### src/rtl/collision_detector.sv
// Per-pixel ball/object overlap detector for the main screen.
// Accumulates hits over a frame and reports qualified frames via valid/ack.
module collision_detector #(
    parameter int PIXEL_X_W      = 11,
    parameter int PIXEL_Y_W      = 11,
    parameter int COUNT_W        = 8,
    parameter int MIN_HIT_PIXELS = 2
) (
    input  logic                 clk,
    input  logic                 resetN,
    input  logic                 startOfFrame,
    input  logic [PIXEL_X_W-1:0] pixelX,
    input  logic [PIXEL_Y_W-1:0] pixelY,
    input  logic                 draw_smiley,
    input  logic                 draw_flipper,
    input  logic                 drawObstacle,
    input  logic                 drawSpring,
    input  logic                 drawBumper,
    input  logic                 hit_ack,
    output logic                 hit_valid,
    output logic [3:0]           hit_type,
    output logic [3:0]           hit_first,
    output logic [PIXEL_X_W-1:0] hit_x,
    output logic [PIXEL_Y_W-1:0] hit_y,
    output logic [COUNT_W-1:0]   hit_count,
    output logic                 hit_dropped
);

    typedef enum logic {
        EMPTY,
        PENDING
    } state_t;

    localparam logic [COUNT_W-1:0] MIN_CNT = COUNT_W'(MIN_HIT_PIXELS);

    state_t               state, state_nxt;
    logic                 dropped_nxt;
    logic                 overlap;
    logic                 qualify;
    logic [3:0]           obj;
    logic [3:0]           first_oh;
    logic [3:0]           acc_type;
    logic [3:0]           acc_first;
    logic [COUNT_W-1:0]   acc_cnt;
    logic [PIXEL_X_W-1:0] acc_x;
    logic [PIXEL_Y_W-1:0] acc_y;

    assign obj       = {drawBumper, drawSpring, drawObstacle, draw_flipper};
    assign overlap   = draw_smiley & (|obj);
    assign qualify   = startOfFrame & (acc_cnt >= MIN_CNT);
    assign hit_valid = (state == PENDING);

    // One-hot of the highest-priority object: flipper > obstacle > spring > bumper
    always_comb begin
        first_oh = 4'b0000;
        priority case (1'b1)
            obj[0]:  first_oh = 4'b0001;
            obj[1]:  first_oh = 4'b0010;
            obj[2]:  first_oh = 4'b0100;
            obj[3]:  first_oh = 4'b1000;
            default: first_oh = 4'b0000;
        endcase
    end

    // Per-frame accumulators; the startOfFrame pixel seeds the new frame
    always_ff @(posedge clk or negedge resetN) begin
        if (!resetN) begin
            acc_type  <= '0;
            acc_first <= '0;
            acc_cnt   <= '0;
            acc_x     <= '0;
            acc_y     <= '0;
        end else if (startOfFrame) begin
            acc_type  <= overlap ? obj : 4'b0000;
            acc_first <= overlap ? first_oh : 4'b0000;
            acc_cnt   <= overlap ? COUNT_W'(1) : '0;
            acc_x     <= overlap ? pixelX : '0;
            acc_y     <= overlap ? pixelY : '0;
        end else if (overlap) begin
            acc_type <= acc_type | obj;
            if (acc_cnt != '1) begin
                acc_cnt <= acc_cnt + COUNT_W'(1);
            end
            if (acc_cnt == '0) begin
                acc_first <= first_oh;
                acc_x     <= pixelX;
                acc_y     <= pixelY;
            end
        end
    end

    // Report state register
    always_ff @(posedge clk or negedge resetN) begin
        if (!resetN) begin
            state <= EMPTY;
        end else begin
            state <= state_nxt;
        end
    end

    // Next report state and overwrite detection
    always_comb begin
        state_nxt   = state;
        dropped_nxt = 1'b0;
        unique case (state)
            EMPTY: begin
                if (qualify) begin
                    state_nxt = PENDING;
                end
            end
            PENDING: begin
                if (qualify) begin
                    dropped_nxt = ~hit_ack;
                end else if (hit_ack) begin
                    state_nxt = EMPTY;
                end
            end
            default: state_nxt = EMPTY;
        endcase
    end

    // Report registers load from the accumulators on a qualified frame
    always_ff @(posedge clk or negedge resetN) begin
        if (!resetN) begin
            hit_type    <= '0;
            hit_first   <= '0;
            hit_x       <= '0;
            hit_y       <= '0;
            hit_count   <= '0;
            hit_dropped <= 1'b0;
        end else begin
            hit_dropped <= dropped_nxt;
            if (qualify) begin
                hit_type  <= acc_type;
                hit_first <= acc_first;
                hit_x     <= acc_x;
                hit_y     <= acc_y;
                hit_count <= acc_cnt;
            end
        end
    end

endmodule

### config.mk
export PLATFORM = sky130hd
export DESIGN_NAME = collision_detector
export DESIGN_NICKNAME = d
export VERILOG_FILES = /design/src/rtl/collision_detector.sv
export SDC_FILE = /design/constraint.sdc
export NUM_CORES = 1
export LEC_CHECK = 0
export ABC_AREA = 1
export BUFFER_PORTS_ARGS = -buffer_cell sky130_fd_sc_hd__buf_2
export CAP_MARGIN = 5
export CORE_UTILIZATION = 60
export CTS_BUF_LIST = sky130_fd_sc_hd__clkbuf_8
export CTS_CLUSTER_DIAMETER = 100
export DETAILED_ROUTE_END_ITERATION = 6
export HOLD_SLACK_MARGIN = 0.02
export MAX_ROUTING_LAYER = met4
export PLACE_DENSITY = 0.87
export SLEW_MARGIN = 20
export SYNTH_ARGS = -nofsm -noshare
export SYNTH_HDL_FRONTEND = slang
export SYNTH_SLANG_ARGS = --single-unit
### constraint.sdc
create_clock -name clk -period 3.2 [get_ports clk]
set_input_delay 0.64 -clock clk [delete_from_list [all_inputs] [get_ports clk]]
set_output_delay 0.64 -clock clk [all_outputs]
set_load 0.01 [all_outputs]
# Word-level counts from Yosys, hierarchy flattened
# Index checks and enable logic that the tools add are counted.
[totals]
in_bits = 31
ff_bits = 78
elab_cells = 56
output_inout_bits = 40
[classes]
n_lt_le_gt_ge = 1
mux = 29
addsub = 1
n_eq_ne = 1
reduce_logical = 7
bitwise_logic = 5
[op_table]
columns = ["cell", "n"]
rows = [
  ["11-bit 2-to-1 mux", 8],
  ["4-bit 2-to-1 mux", 11],
  ["8-bit 2-to-1 mux", 3],
  ["8-bit by 1-bit adder with 8-bit output, second input constant", 1],
  ["8-bit by 2-bit greater-or-equal comparator with 1-bit output, second input constant", 1],
  ["8-bit zero test", 1],
  ["8-bit inequality test, second input constant", 1],
  ["1-bit 2-to-1 mux", 6],
  ["2-bit nonzero test", 3],
  ["4-bit bitwise OR", 1],
  ["2-bit AND reduction", 2],
  ["4-bit OR reduction", 1],
  ["1-bit AND", 2],
  ["1-bit NOT", 2],
  ["1-bit case mux with 2 select lines", 1],
]

# Depth between registers and ports, before layout
# Gate-level depths: netlist (run 1).
[depth]
ltp_word = 7
mapped_depth = 8

# Worst setup path after synthesis (run 1)
# No wires, ideal clock.
[synth_timing]
path_type = "in2reg"
start = "input startOfFrame"
end = "register acc_first[0]"
arrival_ns = 1.347
slack_ns = 1.737
cell_stages = 7
setup_ns = 0.116
n_path_buf = 2
path_cell_list = "buf_2 > inv_2 > nand2_2 > nand2_4 > buf_6 > nand2_1 > nand2_1"
[synth_via]
elab_chain_cells = 2
[synth_lines]
columns = ["item", "line_no", "text"]
rows = [
  ["from (decl)", "11", "input logic startOfFrame,"],
  ["2-bit nonzero test (no line)", "-", ""],
  ["2-bit AND reduction (no line)", "-", ""],
  ["to (signal assigned)", "75", "acc_first <= overlap ? first_oh : 4'b0000;"],
  ["to (signal assigned)", "85", "acc_first <= first_oh;"],
  ["to (decl)", "43", "logic [3:0] acc_first;"],
]
# Parallel ways exist; a longest one is shown, timed or not.
# A chain may end at the register's enable or synchronous reset.

# Worst setup path after layout (run 1)
[layout_timing]
start = "register acc_cnt[0]"
end = "register acc_x[5]"
[layout_via]
elab_chain_cells = 3
[layout_lines]
columns = ["item", "line_no", "text"]
rows = [
  ["from (decl)", "44", "logic [COUNT_W-1:0] acc_cnt;"],
  ["from (signal assigned)", "76", "acc_cnt <= overlap ? COUNT_W'(1) : '0;"],
  ["from (signal assigned)", "82", "acc_cnt <= acc_cnt + COUNT_W'(1);"],
  ["8-bit zero test", "84", "if (acc_cnt == '0) begin"],
  ["2-bit nonzero test (no line)", "-", ""],
  ["2-bit AND reduction (no line)", "-", ""],
  ["to (signal assigned)", "77", "acc_x <= overlap ? pixelX : '0;"],
  ["to (signal assigned)", "86", "acc_x <= pixelX;"],
  ["to (decl)", "45", "logic [PIXEL_X_W-1:0] acc_x;"],
]
# No other way between the ends.

==> impl_metrics.toml, run 1 <==
[status]
outcome = "finished, final reports clean"

[global_routing]
gr-usage-met1 = 0.3371
antenna_found_initial = 0
global_route.usage.met3 = 0.05269
busiest_grt_layer = "met2"
grt_max_degree = 79
groute.usage.overall = 0.2824
grt_residual_overflow = 0
grt_pass1_vias = 2775
use_met2 = 0.4577
first_pass_grt_wire_length_mm = 12.39

[logic_synthesis]
synth_cells = 382
syn_nets = 416
post_synth_instance_area_um2 = 3336
synth_area_leaders = "sky130_fd_sc_hd__dfrtp_1, sky130_fd_sc_hd__nand2_1, sky130_fd_sc_hd__nand3_1"
yosys_warnings = 0
synth_top_area_frac = 0.5851
sequential_area_share_after_synthesis = 0.5851
postSynthAreaPerCell_um2 = 8.732
postSynthRegisterBits = 78
synth_top_cell_by_area = "sky130_fd_sc_hd__dfrtp_1"
yosys.cell_types.count = 24

[placed_design]
post-place-ws_ps = 1077
gp_congestion = 0.9108
dpl_cell_area_um2 = 3651
numPortBuffers = 70
dp_hpwl_mm = 4.589

[run]
max_cap_viol_count = 0

[die]
fp.dieH_um = 76.56
core_area_um2 = 5238
die-area_um2 = 5861
row_count = 26
die_x_um = 76.56
ioPinCount = 71
floorplan.initialDensity = 0.6369

[setup_path]
reg2reg_from = "acc_cnt[0]"
arrival_ps = 2160
crit_path_max_incr_delay_ps = 430
critical_path.cell_chain = "inv_1 > ha_1 > nand4_1 > nand2_2 > nand2_4 > nand2_1 > nand2_1"
timing.critical_path.max_delay_family = "simple AND/OR/NAND/NOR gates"
worst_path_max_fanout = 27
critical_path.n_buffers_inverters = 1
r2r.worst_path.cells = 7
criticalPathCategory = "flip-flop to flip-flop"
timing.rr.end = "acc_x[5]"
worst_ep_required_time_ps = 3430
regToRegSetupSlack_ps = 1270
path_common_cell = "sky130_fd_sc_hd__nand2_1"
startpoint_type = "flip-flop"
worst_path_cell_with_the_longest_stage_delay = "sky130_fd_sc_hd__dfrtp_1"
critical_path.endpoint_type = "flip-flop"

[timing]
maxSlewViolCount = 0
timing.final.setup_violations = 0
layout_min_cycle_time_ps = 1926
min_period_over_period = 0.6018
worst-slew-pin-transition_ps = 943.6
maximum_clock_rate_ghz = 0.5193
setup_total_negative_slack_ps = 0
hold_ws_ps = 434.4
setup_skew_ps = 7.398
fin_ws_ps = 1274
timing.final.hold_violations = 0
rsz0062_at_grt = "false"
slew_headroom = 0.3710

[clocking]
cts.htree.levels = 3
buffers_from_clock_root_to_sink_at_most = 2
cts.sink_count = 78
cts_root_buf = "sky130_fd_sc_hd__clkbuf_8"
cts-buffers-inserted = 9
cts_hold_buffers = 0
clkTransAtPathRegs_ps = 80
post_cts_resized = 0
clk_latency_ps = 340
tritoncts_clock_tree = "built"
postCtsSetupRepairBufs = 0

[routing]
firstDrtPassIters = 5
avgViaCountPerCell = 5.341
detail-route-antenna-nets = 0
post_drt_wl_per_cell_um = 13.60
num_vias = 2772
detail_route.iter0.violations = 210
route.detailed.drc = 0
route.final.wire_length_mm = 7.059

[cells_and_area]
num_antenna_cells = 0
synthToLayoutAreaGrowth_pct = 14.29
final_common_cell = "sky130_fd_sc_hd__nand2_1"
layout.filler_cells = 409
final_core_util = 0.7279
drive_gt1_frac = 0.2116
final_design_area_no_fill_um2 = 3812
layout_common_cells = "sky130_fd_sc_hd__nand2_1, sky130_fd_sc_hd__dfrtp_1, sky130_fd_sc_hd__buf_2"
finalNetCount = 480

[worst_hold_path]
min-delay-path-class = "input pin to asynchronous set/reset pin"

[power]
power.static_leakage_nw = 2.151
power.ir.vdd_worst_mv = 0.4023
cellPowerDensity_nw_per_um2 = 687.7
registers in the layout, summed over array words and instances, names as in the netlist:
| register | flops |
|---|---|
| hit_dropped | 1 |
| acc_first | 4 |
| hit_first | 4 |
| hit_y | 11 |
| acc_x | 11 |
| acc_type | 4 |
| hit_count | 8 |
| hit_type | 4 |
| acc_y | 11 |
| hit_x | 11 |
| hit_valid | 1 |
| acc_cnt | 8 |
power breakdown:
| group | internal (mW) | switching, mW |
|---|---|---|
| combinational | 0.244 | 0.414 |
| sequential | 1.21 | 0.121 |
| clock | 0.293 | 0.340 |
layer usage:
metal / share of wire / vias to the layer above
met4: 0.030 / 0
met2: 0.49 / 93
met1: 0.43 / 1312
met3: 0.043 / 21
li1: - / 1346
met5: 0 / -
final cells by class:
class / instances / area (µm²) / share of cell area
Multi-Input combinational cell: 272 / 1195 / 0.3134
Clock buffer: 10 / 137.6 / 0.03610
Inverter: 13 / 48.80 / 0.01280
Tap cell: 70 / 87.58 / 0.02297
Sequential cell: 78 / 1952 / 0.5120
Timing Repair Buffer: 72 / 367.9 / 0.09649
Clock inverter: 4 / 23.77 / 0.006236
metrics by stage:
| step | std cells | total power, mW |
|---|---|---|
| after floorplan | 382 | 1.751 |
| after global placement | 505 | 1.979 |
| after detailed placement | 505 | 2.014 |
| after CTS | 519 | 2.638 |
| after global routing | 519 | 2.790 |
| final | 519 | 2.622 |
synth_stat cells:
cell                       number
sky130_fd_sc_hd__a21oi_1        1
sky130_fd_sc_hd__buf_1          2
sky130_fd_sc_hd__buf_2          7
sky130_fd_sc_hd__buf_4          2
sky130_fd_sc_hd__buf_6          7
sky130_fd_sc_hd__clkbuf_1       1
sky130_fd_sc_hd__clkinv_1       1
sky130_fd_sc_hd__dfrtp_1       78
sky130_fd_sc_hd__ha_1           3
sky130_fd_sc_hd__inv_1         11
sky130_fd_sc_hd__inv_2          1
sky130_fd_sc_hd__nand2_1      159
sky130_fd_sc_hd__nand2_2        4
sky130_fd_sc_hd__nand2_4        2
sky130_fd_sc_hd__nand3_1       65
sky130_fd_sc_hd__nand4_1        1
sky130_fd_sc_hd__nand4_2        1
sky130_fd_sc_hd__nor2_1        17
sky130_fd_sc_hd__nor2_2         1
sky130_fd_sc_hd__nor3_1         1
sky130_fd_sc_hd__nor4_1         1
sky130_fd_sc_hd__o211ai_1       1
sky130_fd_sc_hd__o21ai_0        5
sky130_fd_sc_hd__o21ai_1       10
how the worst max path moves through the flow:
stage                       from      endpoint  slack [ps]  depth (start not counted)
floorplan           startOfFrame  acc_first[0]        1740                          7
global route          acc_cnt[0]      acc_y[0]        1070                          7
CTS                   acc_cnt[0]      acc_x[5]        1270                          7
detailed placement  draw_flipper    acc_cnt[0]        1080                          7
finish                acc_cnt[0]      acc_x[5]        1270                          7
global placement    draw_flipper    acc_cnt[0]        1140                          7
kinds of logic (layout without fill, tap and decap cells):
| group | count (synthesis) | in the layout | share of synthesized area |
|---|---|---|---|
| adder cells (fa/ha/maj) | 3 | 3 | 0.01125 |
| AND/OR/NAND/NOR | 252 | 252 | 0.3207 |
| buffers and inverters | 32 | 99 | 0.05664 |
| AO/OA/AOI/OAI | 17 | 17 | 0.02626 |
| flip-flops | 78 | 78 | 0.5851 |
worst reg2reg max path, cell delays in order (launching register included):
cell	delay (ps)
sky130_fd_sc_hd__dfrtp_1	430
sky130_fd_sc_hd__inv_1	160
sky130_fd_sc_hd__ha_1	170
sky130_fd_sc_hd__nand4_1	110
sky130_fd_sc_hd__nand2_2	420
sky130_fd_sc_hd__nand2_4	310
sky130_fd_sc_hd__nand2_1	150
sky130_fd_sc_hd__nand2_1	60
Note: power is estimated with default switching activity, not from simulation.
==> inputs of run 2 (changes only) <==
--- a/config.mk
+++ b/config.mk
@@ -8,13 +8,13 @@
 export ABC_AREA = 1
 export BUFFER_PORTS_ARGS = -buffer_cell sky130_fd_sc_hd__buf_2
 export CAP_MARGIN = 5
-export CORE_UTILIZATION = 60
+export CORE_UTILIZATION = 56
 export CTS_BUF_LIST = sky130_fd_sc_hd__clkbuf_8
 export CTS_CLUSTER_DIAMETER = 100
 export DETAILED_ROUTE_END_ITERATION = 6
 export HOLD_SLACK_MARGIN = 0.02
 export MAX_ROUTING_LAYER = met4
-export PLACE_DENSITY = 0.87
+export PLACE_DENSITY = 0.82
 export SLEW_MARGIN = 20
 export SYNTH_ARGS = -nofsm -noshare
 export SYNTH_HDL_FRONTEND = slang
==> constraint.sdc (replaced) <==
create_clock -name clk -period 1.8 [get_ports clk]
set_input_delay 0.36 -clock clk [delete_from_list [all_inputs] [get_ports clk]]
set_output_delay 0.36 -clock clk [all_outputs]
set_load 0.01 [all_outputs]
==> run 2 against run 1 <==
Effect of this change: clock skew about the same; worst hold slack got worse by 200 ps; via count increased by 1.7%; register-to-register slack got worse by 1100 ps; combinational power increased by 84%; final cell count increased by 2.1%; worst setup slack got worse by 1100 ps; critical path type unchanged; critical endpoint is now acc_y[9].
==> impl_metrics.toml, run 2 (same netlist as run 1, synthesis figures left out) <==
[cells_and_area]
layout_common_cells = "sky130_fd_sc_hd__nand2_1, sky130_fd_sc_hd__dfrtp_1, sky130_fd_sc_hd__buf_2"
final_design_area_no_fill_um2 = 3940
multiInputGateArea_um2 = 1204
layout.filler_cells = 465
finalNetCount = 489
final_common_cell = "sky130_fd_sc_hd__nand2_1"
drive_gt1_frac = 0.2249
synthToLayoutAreaGrowth_pct = 18.12
fin_cells = 530
final_core_util = 0.7026
total_area_of_sequential_cells_um2 = 1952
num_antenna_cells = 0

[power]
comb_power_share = 0.247
power.clock.fraction = 0.270
power.static_leakage_nw = 2.208
net-switching-power_mw = 1.602
power.ir.vdd_worst_mv = 0.7284
cellPowerDensity_nw_per_um2 = 1248
cell_internal_pwr_mw = 3.317
power.share.sequential = 0.483
report.power.total_mw = 4.919
power_switching_share = 0.3257

[setup_path]
r2r.worst_path.cells = 7
worst_path_cell_with_the_longest_stage_delay = "sky130_fd_sc_hd__dfrtp_1"
criticalPathCategory = "flip-flop to flip-flop"
critical_path.endpoint_type = "flip-flop"
worstSetupEndpoint = "acc_y[9]"
worstSetupStartpoint = "acc_cnt[0]"
crit_path_max_incr_delay_ps = 410
critical_path.cell_chain = "inv_1 > ha_1 > nand4_1 > nand2_2 > nand2_4 > nand2_1 > nand2_1"
worst_path_max_fanout = 26
arrival_ps = 1850
worst_ep_required_time_ps = 2040
path_common_cell = "sky130_fd_sc_hd__nand2_1"
regToRegSetupSlack_ps = 180
startpoint_type = "flip-flop"
reg2reg_from = "acc_cnt[0]"
timing.rr.end = "acc_y[9]"

[routing]
detail_route.iter0.violations = 193
avgViaCountPerCell = 5.321
post_drt_wl_per_cell_um = 13.64
detail-route-antenna-nets = 0
route.final.wire_length_mm = 7.229
firstDrtPassIters = 5
num_vias = 2820
route.detailed.drc = 0

[timing]
worst-slew-pin-transition_ps = 420.9
setup_skew_ps = 7.051
layout_min_cycle_time_ps = 1617
min_period_over_period = 0.8982
setup_total_negative_slack_ps = 0
maxSlewViolCount = 0
timing.final.setup_violations = 0
slew_headroom = 0.7194
hold_ws_ps = 234.8
maximum_clock_rate_ghz = 0.6185
fin_ws_ps = 183.2
rsz0062_at_grt = "false"
timing.final.hold_violations = 0

[placed_design]
dpl_cell_area_um2 = 3726
dp.cells = 515
numPortBuffers = 70
dp_hpwl_mm = 4.900
gp_congestion = 0.8901
post-place-ws_ps = 143.7

[run]
max_cap_viol_count = 0

[global_routing]
grt_max_degree = 47
first_pass_grt_wire_length_mm = 12.31
grt_pass1_vias = 2686
grt_residual_overflow = 0
groute.usage.overall = 0.2679
antenna_found_initial = 0

[clocking]
cts-buffers-inserted = 9
cts_root_buf = "sky130_fd_sc_hd__clkbuf_8"
clkTransAtPathRegs_ps = 80
buffers_from_clock_root_to_sink_at_most = 2
cts.htree.levels = 3
tritoncts_clock_tree = "built"
cts.sink_count = 78
clk_latency_ps = 350
postCtsSetupRepairBufs = 0

[die]
floorplan.initialDensity = 0.5948
die-area_um2 = 6269
die_x_um = 79.18
ioPinCount = 71
core_area_um2 = 5608
fp.dieH_um = 79.18
row_count = 27

[status]
outcome = "finished, final reports clean"

[worst_hold_path]
min_from = "pixelY[4]"
min-delay-path-class = "input pin to flip-flop"
-- run 2: cell types whose count changed in the layout (fill, tap and decap cells not counted) --
cell and change:
sky130_fd_sc_hd__buf_12 +1, sky130_fd_sc_hd__buf_4 +7, sky130_fd_sc_hd__bufinv_16 +1, sky130_fd_sc_hd__clkbuf_8 +1, sky130_fd_sc_hd__clkinv_2 -2, sky130_fd_sc_hd__dlygate4sd3_1 +1, sky130_fd_sc_hd__nand2_4 -1, sky130_fd_sc_hd__nand2_8 +1
-- run 2: power groups by stage --
stage / combinational, mW / sequential [mW] / clock (mW)
2_1_floorplan: 0.586 / 2.53 / 0
3_3_place_gp: 1.17 / 2.39 / 0
3_5_place_dp: 1.22 / 2.40 / 0
4_1_cts: 1.23 / 2.38 / 1.34
5_1_grt: 1.39 / 2.42 / 1.40
6_report: 1.21 / 2.38 / 1.33
-- run 2: repair_timing --
| item | CTS | global route |
|---|---|---|
| endpoints found under the hold margin | 31 | 0 |
| endpoints found under the setup margin | 0 | 16 |
| gates resized for setup | 0 | 1 |
| hold buffers | 1 | 0 |
-- run 2: worst min path at each step --
stage,endpoint,slack (ps),depth (start not counted)
final,acc_y[4],230,3
after global routing,acc_x[0],230,3
after CTS,acc_y[4],220,3
after detailed placement,hit_y[4],320,1
after global placement,hit_y[4],320,1
after floorplan,acc_cnt[0],60,0
-- run 2: critical path, delay by kind of cell (launching register included) --
kind	cells	cell delay [ps]
buf+inv	1	160
fa+ha+maj	1	180
flops	1	410
simple gates	5	770
-- run 2: area by class of cell --
type / instances / share of cell area
flip-flops and latches: 78 / 0.4954
multi-input cells: 272 / 0.3055
clock buffers: 11 / 0.03842
repair buffers: 81 / 0.1143
inverters: 13 / 0.01238
clock inverters: 3 / 0.01111
well taps: 72 / 0.02286
-- run 2: layer usage --
metal,GRT usage,vias to the layer above,part of all wire
met5,-,-,0
met1,0.3393,1351,0.44
met2,0.4198,92,0.49
met4,0.1364,0,0.019
li1,-,1366,-
met3,0.04253,11,0.053
==> inputs of run 3 (changes only) <==
--- a/config.mk
+++ b/config.mk
@@ -15,6 +15,7 @@
 export HOLD_SLACK_MARGIN = 0.02
 export MAX_ROUTING_LAYER = met4
 export PLACE_DENSITY = 0.82
+export REMOVE_ABC_BUFFERS = 1
 export SLEW_MARGIN = 20
 export SYNTH_ARGS = -nofsm -noshare
 export SYNTH_HDL_FRONTEND = slang
==> constraint.sdc (replaced) <==
create_clock -name clk -period 1.5 [get_ports clk]
set_input_delay 0.3 -clock clk [delete_from_list [all_inputs] [get_ports clk]]
set_output_delay 0.3 -clock clk [all_outputs]
set_load 0.01 [all_outputs]
==> run 3 against run 2 <==
Effect of this change: the run now ends with negative setup slack left; routed wire length rose by 10%; die area unchanged; critical path depth rose by 1; cell area rose by 7.3%; global-route usage is 0.091 points higher; flip-flop and latch count did not move.
==> impl_metrics.toml, run 3 (same netlist as run 1, synthesis figures left out) <==
[power]
cellPowerDensity_nw_per_um2 = 1525
power.ir.vdd_worst_mv = 0.9885
power.static_leakage_nw = 2.329
power.clock.fraction = 0.296
cell_internal_pwr_mw = 4.431
report.power.total_mw = 6.447
power.share.sequential = 0.443
net-switching-power_mw = 2.016
power_switching_share = 0.3127
comb_power_share = 0.261

[routing]
num_vias = 2904
detail-route-antenna-nets = 0
route.final.wire_length_mm = 7.955
route.detailed.drc = 0
avgViaCountPerCell = 5.358
post_drt_wl_per_cell_um = 14.68
firstDrtPassIters = 4
detail_route.iter0.violations = 366

[timing]
timing.final.setup_violations = 5
setup_skew_ps = 13.89
rsz0062_at_grt = "true"
hold_ws_ps = 167.5
worst-slew-pin-transition_ps = 410.6
maxSlewViolCount = 0
slew_headroom = 0.7263
fin_ws_ps = -101.8
timing.final.hold_violations = 0
min_period_over_period = 1.068
maximum_clock_rate_ghz = 0.6243
layout_min_cycle_time_ps = 1602

[cells_and_area]
total_area_of_sequential_cells_um2 = 1953
final_common_cell = "sky130_fd_sc_hd__nand2_1"
layout.filler_cells = 420
multiInputGateArea_um2 = 1280
finalNetCount = 499
drive_gt1_frac = 0.2660
synthToLayoutAreaGrowth_pct = 26.71
num_antenna_cells = 0
layout_common_cells = "sky130_fd_sc_hd__nand2_1, sky130_fd_sc_hd__dfrtp_1, sky130_fd_sc_hd__buf_2"

[clocking]
cts.sink_count = 78
clkTransAtPathRegs_ps = 80
clk_latency_ps = 360
cts-buffers-inserted = 9
cts_root_buf = "sky130_fd_sc_hd__clkbuf_8"
buffers_from_clock_root_to_sink_at_most = 2
tritoncts_clock_tree = "built"
cts.htree.levels = 3

[die]
floorplan.initialDensity = 0.5948
die-area_um2 = 6269
fp.dieH_um = 79.18
ioPinCount = 71
row_count = 27
core_area_um2 = 5608
die_x_um = 79.18

[global_routing]
groute.usage.overall = 0.2688
grt_max_degree = 79
grt_pass1_vias = 2723
antenna_found_initial = 0
first_pass_grt_wire_length_mm = 12.30
grt_residual_overflow = 0

[setup_path]
arrival_ps = 1860
worst_ep_required_time_ps = 1750
worst_path_max_fanout = 7
critical_path.endpoint_type = "flip-flop"
startpoint_type = "flip-flop"
criticalPathCategory = "flip-flop to flip-flop"
r2r.worst_path.cells = 8

[status]
failed_checks = "negative setup slack"
outcome = "complete, but fails checks"

[placed_design]
dp_hpwl_mm = 4.944
gp_congestion = 0.8582
numPortBuffers = 70

[run]
max_cap_viol_count = 0

[worst_hold_path]
min-delay-path-class = "input pin to flip-flop"
hold_depth = 3
run 3: path summary, 6_finish.rpt:
path	from	to	slack, ps
max in group asynchronous	resetN	acc_cnt[1]	660
worst max-delay path	acc_cnt[0]	acc_cnt[2]	-100
worst min register to register	hit_y[7]	hit_y[7]	470
worst max register to register	acc_cnt[0]	acc_cnt[2]	-100
min in group asynchronous	resetN	acc_type[3]	490
worst min-delay path	pixelY[9]	acc_y[9]	170
run 3: metrics by stage:
step	cells	utilization	setup TNS (ps)	instance area [µm²]	setup WS (ps)
after floorplan	363	-	-17960	3196	-455.0
after global routing	542	0.7537	-2128	4227	-183.8
final	542	0.7537	-243.8	4227	-101.8
after CTS	536	0.7202	-10.16	4039	-5.744
after detailed placement	519	0.6743	0	3781	3.902
after global placement	519	0.6743	0	3781	81.74
run 3: what timing repair did:
item	4_1_cts	5_1_grt
hold buffers	1	0
pin swaps	0	4
hold endpoints to repair	78	0
gates cloned	0	4
buffers inserted	0	2
resized for setup	0	22
endpoints found under the setup margin	2	74
run 3: worst max-delay path, cell delays in order, from the launching register on:
cell and delay (ps):
sky130_fd_sc_hd__dfrtp_1 430, sky130_fd_sc_hd__buf_4 140, sky130_fd_sc_hd__ha_2 170, sky130_fd_sc_hd__nand2_2 60, sky130_fd_sc_hd__nor2_1 170, sky130_fd_sc_hd__nand3_2 180
sky130_fd_sc_hd__nand2_2 180, sky130_fd_sc_hd__nand2_1 80, sky130_fd_sc_hd__o21ai_0 90
run 3: final cells by class:
type,count,area share
flip-flops and latches,78,0.4621
multi-input cells,273,0.3028
clock inverters,6,0.02605
inverters,13,0.01155
clock buffers,10,0.03256
repair buffers,90,0.1436
well taps,72,0.02131
run 3: power by group through the flow:
| stage | Clock (mW) | Sequential (mW) | Combinational [mW] |
|---|---|---|---|
| finish | 1.91 | 2.85 | 1.69 |
| global route | 2.04 | 2.91 | 1.88 |
| CTS | 1.94 | 2.85 | 1.54 |
| global placement | 0 | 2.86 | 1.48 |
| detailed placement | 0 | 2.88 | 1.53 |
| floorplan | 0 | 3.03 | 0.592 |
run 3: metal layers:
metal  global-route usage  wire length [µm]  vias to the layer above
li1                     -                 -                     1387
met2               0.4164              4085                      118
met4               0.1273               197                        0
met3              0.05287               560                       23
met5                    -                 0                        -
met1               0.3421              3111                     1376
